## src/rtl/ann_io_pkg.sv

```systemverilog
// rtl/ann_io_pkg.sv - shared ANN I/O widths, slot index type and disaggregator state encoding
package ann_io_pkg;

    localparam int ANN_DATA_WIDTH  = 11;
    localparam int ANN_FETCH_WIDTH = 2;
    localparam int ANN_SLOT_IDX_W  = $clog2(ANN_FETCH_WIDTH);

    typedef logic [ANN_SLOT_IDX_W-1:0] slot_idx_t;

    typedef enum logic {
        IDLE = 1'b0,
        SEND = 1'b1
    } disagg_state_t;

endpackage

```

## src/rtl/disaggregator.sv

```systemverilog
// rtl/disaggregator.sv - splits one wide word into FETCH_WIDTH narrow words, one per accepted cycle
// Optional macro DISAGG_MSB_FIRST_EN emits the most significant slot first.
module disaggregator
    import ann_io_pkg::*;
#(
    parameter int DATA_WIDTH  = ANN_DATA_WIDTH,
    parameter int FETCH_WIDTH = ANN_FETCH_WIDTH
) (
    input  logic                              clk,
    input  logic                              wrst_n,
    input  logic [FETCH_WIDTH*DATA_WIDTH-1:0] sender_data,
    input  logic                              sender_empty_n,
    output logic                              sender_deq,
    output logic [DATA_WIDTH-1:0]             receiver_data,
    input  logic                              receiver_full_n,
    output logic                              receiver_enq,
    output logic                              busy
);

    localparam int              CW       = $clog2(FETCH_WIDTH);
    localparam logic [CW-1:0]   LAST_CNT = CW'(FETCH_WIDTH - 1);

    disagg_state_t                        state;
    logic [CW-1:0]                        cnt;
    logic [CW-1:0]                        sel;
    logic [FETCH_WIDTH-1:0][DATA_WIDTH-1:0] hold;
    logic                                 last;

    assign last = (cnt == LAST_CNT);

    // Handshakes are gated by reset so nothing moves while wrst_n is low.
    assign receiver_enq = wrst_n & (state == SEND) & receiver_full_n;
    assign sender_deq   = wrst_n & sender_empty_n & ((state == IDLE) | (last & receiver_enq));
    assign busy         = (state == SEND);

`ifdef DISAGG_MSB_FIRST_EN
    assign sel = LAST_CNT - cnt;
`else
    assign sel = cnt;
`endif

    assign receiver_data = hold[sel];

    always_ff @(posedge clk) begin
        if (!wrst_n) begin
            state <= IDLE;
            cnt   <= '0;
            hold  <= '0;
        end else if (sender_deq) begin
            // Covers both IDLE load and back-to-back reload on the last slot.
            hold  <= sender_data;
            cnt   <= '0;
            state <= SEND;
        end else if (receiver_enq) begin
            if (last) begin
                state <= IDLE;
            end else begin
                cnt <= cnt + CW'(1);
            end
        end
    end

endmodule

```

## config.mk

```make
export PLATFORM = sky130hd
export DESIGN_NAME = disaggregator
export DESIGN_NICKNAME = d
export VERILOG_FILES = /design/src/rtl/ann_io_pkg.sv /design/src/rtl/disaggregator.sv
export SDC_FILE = /design/constraint.sdc
export NUM_CORES = 1
export LEC_CHECK = 0
export CAP_MARGIN = 20
export CORE_MARGIN = 1.5
export CORE_UTILIZATION = 45
export CTS_BUF_LIST = sky130_fd_sc_hd__clkbuf_8 sky130_fd_sc_hd__clkbuf_16
export CTS_CLUSTER_SIZE = 30
export DETAILED_ROUTE_END_ITERATION = 8
export GPL_ROUTABILITY_DRIVEN = 0
export PLACE_DENSITY_LB_ADDON = 0.08
export RECOVER_POWER = 25
export SYNTH_ARGS = -nofsm -noshare
export SYNTH_HDL_FRONTEND = slang
export SYNTH_SLANG_ARGS = --single-unit
```

## constraint.sdc

```tcl
create_clock -name clk -period 2.2 [get_ports clk]
set_clock_uncertainty 0.05 [all_clocks]
set_input_delay 0.33 -clock clk [delete_from_list [all_inputs] [get_ports clk]]
set_output_delay 0.33 -clock clk [all_outputs]
set_load 0.05 [all_outputs]
```

# --- After elaboration in Yosys (flattened, before gate mapping) ---
# Index checks and enable logic that the tools add are counted.
totals:
  regBits: 24
  in_bits: 26
classes:
  addsub: 1
  order_cmp: 1
  muxes: 6
  n_bitwise: 8
  n_reduce_logical: 4
op_table:
  columns: ["cell", "n"]
  rows:
  - ["$mux W11", 2]
  - ["$and A1 B1 Y1", 5]
  - ["$mux W1", 4]
  - ["$reduce_bool A2 Y1", 2]
  - ["$lt A1 B2 Y1 const B", 1]
  - ["$not A1 Y1", 2]
  - ["$reduce_and A2 Y1", 1]
  - ["$reduce_or A2 Y1", 1]
  - ["$add A1 B1 Y1 const B", 1]
  - ["$or A1 B1 Y1", 1]

# --- Depth between registers and ports, before layout ---
logic_depth:
  word_depth: 7
  ltp_mapped: 5

# --- Least setup slack after synthesis ---
# Ideal clock, no wire load.
synth_path:
  path_kind: "register to output"
  startpoint: "reg state (netlist: busy)"
  endpoint: "out sender_deq"
  arrival_ps: 1183
  required_ps: 1820
  setup_slack_ps: 637
  path_stages_with_launch: 4
  path_buffers: 1
  cell_sequence: "dfxtp_1 -> a21boi_2 -> nor2_4 -> buf_6"
synth_between:
  elab_chain_len: 5
synth_rtl:
  columns: ["element", "line_no", "text"]
  rows:
  - ["start, declared", "disaggregator.sv:23", "disagg_state_t state;"]
  - ["start signal, assigned", "disaggregator.sv:46", "state <= IDLE;"]
  - ["start signal, assigned", "disaggregator.sv:53", "state <= SEND;"]
  - ["start signal, assigned", "disaggregator.sv:56", "state <= IDLE;"]
  - ["$and A1 B1 Y1 (2 in series)", "disaggregator.sv:32", "assign receiver_enq = wrst_n & (state == SEND) & receiver_full_n;"]
  - ["$and A1 B1 Y1", "disaggregator.sv:33", "assign sender_deq = wrst_n & sender_empty_n & ((state == IDLE) | (last & receiver_enq));"]
  - ["$or A1 B1 Y1 *", "disaggregator.sv:33", null]
  - ["$and A1 B1 Y1 *", "disaggregator.sv:33", null]
  - ["end, declared", "disaggregator.sv:13", "output logic sender_deq,"]
# Every way passes the cells marked *; elsewhere a longest branch is shown, timed or not.

# --- Worst setup path in the final report ---
layout_path:
  startpoint: "in wrst_n"
  endpoint: "out receiver_enq"
layout_between:
  elab_chain_len: 2
layout_rtl:
  columns: ["element", "line_no", "text"]
  rows:
  - ["start, declared", "disaggregator.sv:10", "input logic wrst_n,"]
  - ["$and A1 B1 Y1 (2 in series)", "disaggregator.sv:32", null]
  - ["end, declared", "disaggregator.sv:16", "output logic receiver_enq,"]
# Every way passes these cells.

==> impl_summary.txt <==
----------------------------------------------------
[Worst setup path]
  Type of destination of the critical path ... output pin
  Register-to-register path setup slack ... ~430 ps
  Critical path's top delay family ... buffers and inverters
  Element type at the critical path start ... input port
  Startpoint of the worst register-to-register path ... cnt
  Critical Setup Path Class ... input port to output pin
  Slowest Stage Delay on Critical Path ... just under 600 ps
  Slowest stage cell on the critical path ... sky130_fd_sc_hd__clkdlybuf4s50_1
  Biggest fanout along the worst timing path ... 9
  Data arrival time of the critical path ... approximately 1500 ps
  Critical Path RT ... about 1800 ps
  Reg2reg path depth ... 4
  Number of buffer and inverter stages on the critical path ... 3
  Terminus of the critical flop-to-flop path ... hold[2]
  List of cells traversed by the critical path ... clkdlybuf4s50_1, buf_4, and3_1, buf_12
  Number of stages on the worst setup path ... 4
  Worst setup path startpoint ... wrst_n

[Floorplan]
  Core area ... 2230 um^2
  Starting utilization of the core area ... 0.484
  Width of the die ... around 52 um
  Number of I/O pins ... 40
  Std-Cell Rows ... 17
  Die Height ... around 52 um
  Area enclosed by the die boundary ... ~2700 um^2

[Clock tree]
  Clock edge transition at the registers on the reported setup and hold paths ... 80 ps
  Number of setup buffers added after CTS ... 0
  Root buffer cell ... sky130_fd_sc_hd__clkbuf_8
  Clock tree from TritonCTS ... built
  Clock latency on the worst-skew pair ... between 200 and 300 ps
  Cts-stage hold buffer count ... 0
  Resized Gates After CTS ... 0
  Maximum number of buffers from clock root to sink ... 2
  Clock buffers created by TritonCTS ... 3
  Htree depth ... 1
  Number of sinks handled by clock tree synthesis ... 24

[Global route]
  Wire length of the first global-routing pass ... roughly 3.4 mm
  GRT Residual Overflow ... 0
  Maximum number of pins on one net before global-route repair ... 15
  Number of global-route vias before repair ... around 800
  Overall fraction of global-route tracks in use ... 0.170
  Initial antenna violation count ... 0

[STA]
  Number of failing hold endpoints at the final stage ... 0
  Achievable clock frequency ... about 0.52 GHz
  Final critical delay including setup and external delays ... just under 2000 ps
  Setup-failing EPs final ... 0
  Max-Slew Margin vs Limit ... 0.673
  Final cycle utilization of the critical path ... 0.874
  Setup repair after global routing missed its margin ... no
  Total Neg Setup Slack ... 0 ps
  Final worst-path setup slack ... 278 ps
  Transition at the pin with the smallest max-transition slack ... 488 ps
  Count of pins over their slew limit ... 0

[Drt]
  Antenna-violating nets left ... 0
  Average routed wire per standard cell ... 11.3 um
  First-pass DRT Iterations ... 4
  Number of remaining DRC errors ... 0
  Wirelength, routed ... 2.09 mm
  DR vias/cell ... between 4 and 5
  Initial detailed-routing violation count ... 6
  Routed vias ... 868

[Run status]
  Run status ... complete, no violations

[Yosys]
  Syn_nets ... 140
  Synthesized-area fraction occupied by ao, oa, aoi and oai cells ... 0.0220
  Sequential share of the synthesized area ... 0.444
  Share of synthesized cell area in full adder, half adder and majority cells ... 0
  Library cells used by synthesis ... 15
  Synthesized flop and latch total ... 24
  Simple-gate area share of the yosys netlist ... 0.0995
  Post-synthesis cell count ... between 100 and 150
  Fraction of synthesized cell area in xor and xnor cells ... 0
  Largest family of logic cells by synthesized area ... multiplexers
  Mapped cell area ... roughly 1100 um^2
  Mux cell area share after synthesis ... 0.318
  Syn Area/Cell ... 9.48 um^2
  Ys Warns ... 0

[Placed design]
  Dpl ws ... around 270 ps
  Count of input and output buffers ... 39
  Placed cell count ... 180
  HPWL after DPL ... 1.60 mm

[Layout]
  Fraction of the core area covered by cells at the end of the flow ... 0.690
  Inserted Diodes ... 0
  Sequential Area ... 480 um^2
  Count of fill cells added during filler insertion ... between 150 and 200
  Area used by multi-input combinational logic ... 472 um^2
  Final standard cell count with taps included and fillers excluded ... between 150 and 200
  Area growth from synthesis to layout ... 42.6%
  NumNets Final ... between 150 and 200
  Layout cells sized above 1 ... 0.212

[Min path]
  Worst Hold End ... hold[16]
  Worst Hold Launch ... hold[16]
  Path category of the worst min-delay check ... flip-flop to flip-flop
  Hold Path Depth ... 2

[Pwr]
  Peak ir drop on the vdd network ... between 0.3 and 0.4 mV
  Leakage power ... 0.713 nW
  Power density over the cells ... approximately 670 nW/um^2

[Run]
  Max capacitance violation total ... 0

----------------------------------------------------
## metal layers
layer / part of all wire / GRT usage / up-vias
li1: - / - / 437
met1: 0.44 / 0.201 / 398
met2: 0.49 / 0.300 / 28
met5: 0 / 0 / -
met4: 0.018 / 0.0789 / 0
met3: 0.046 / 0.0259 / 5
## registers in the layout (all words and copies together) (netlist names)
| register | cells |
|---|---|
| hold | 22 |
| busy | 1 |
| cnt | 1 |
## where the power goes
| group | internal, mW | switching [mW] | total (mW) |
|---|---|---|---|
| combinational | 0.117 | 0.134 | 0.251 |
| sequential | 0.467 | 0.0172 | 0.484 |
| clock | 0.160 | 0.135 | 0.295 |
## logic make-up after synthesis
| kind of cell | Yosys count |
|---|---|
| flip-flops | 24 |
| multiplexers | 33 |
| AO/OA/AOI/OAI | 3 |
| buffers and inverters | 28 |
| AND/OR/NAND/NOR | 26 |
## worst min-delay path, stage by stage, from the launching register on
cell                      delay, ps
sky130_fd_sc_hd__dfxtp_1        310
sky130_fd_sc_hd__nand2_1         50
sky130_fd_sc_hd__mux2i_1         50
## cells in the final DEF, fill, tap and decap left out, drive strengths merged, types with 2 or more instances in the layout
cell type and count:
buf 17, clkbuf 5, clkdlybuf4s50 26, dfxtp 24
inv 22, mux2 11, mux2i 22, nand2 23
nor2 2
## synth_stat cells, drive strengths merged
cell / number / area [um^2]
inv: 22 / 82.6
dfxtp: 24 / 480
clkbuf: 2 / 7.51
buf: 4 / 35.0
a21boi: 1 / 11.3
o21a: 1 / 7.51
mux2: 11 / 124
a21oi: 1 / 5.00
nand2: 23 / 86.3
and3: 1 / 6.26
nor2: 2 / 15.0
mux2i: 22 / 220
## metrics by stage
stage / power [mW] / hold slack [ps] / cell area, um^2
global route: 1.07 / 423 / 1540
CTS: 1.05 / 410 / 1550
floorplan: 0.651 / 381 / 1080
finish: 1.03 / 406 / 1540
global placement: 0.745 / 389 / 1490
detailed placement: 0.750 / 398 / 1490
## cell type report
class / count / area share
clock buffers: 4 / 0.0357
inverters: 22 / 0.0536
repair buffers: 44 / 0.270
multi-input cells: 62 / 0.306
well taps: 28 / 0.0227
flip-flops and latches: 24 / 0.312
## worst max path at each step
stage	endpoint	slack, ps
floorplan	sender_deq	640
global placement	receiver_enq	330
detailed placement	hold[21]	270
CTS	receiver_data[6]	270
global route	receiver_enq	230
finish	receiver_enq	280
No activity file was read; power rests on OpenSTA's default activity.
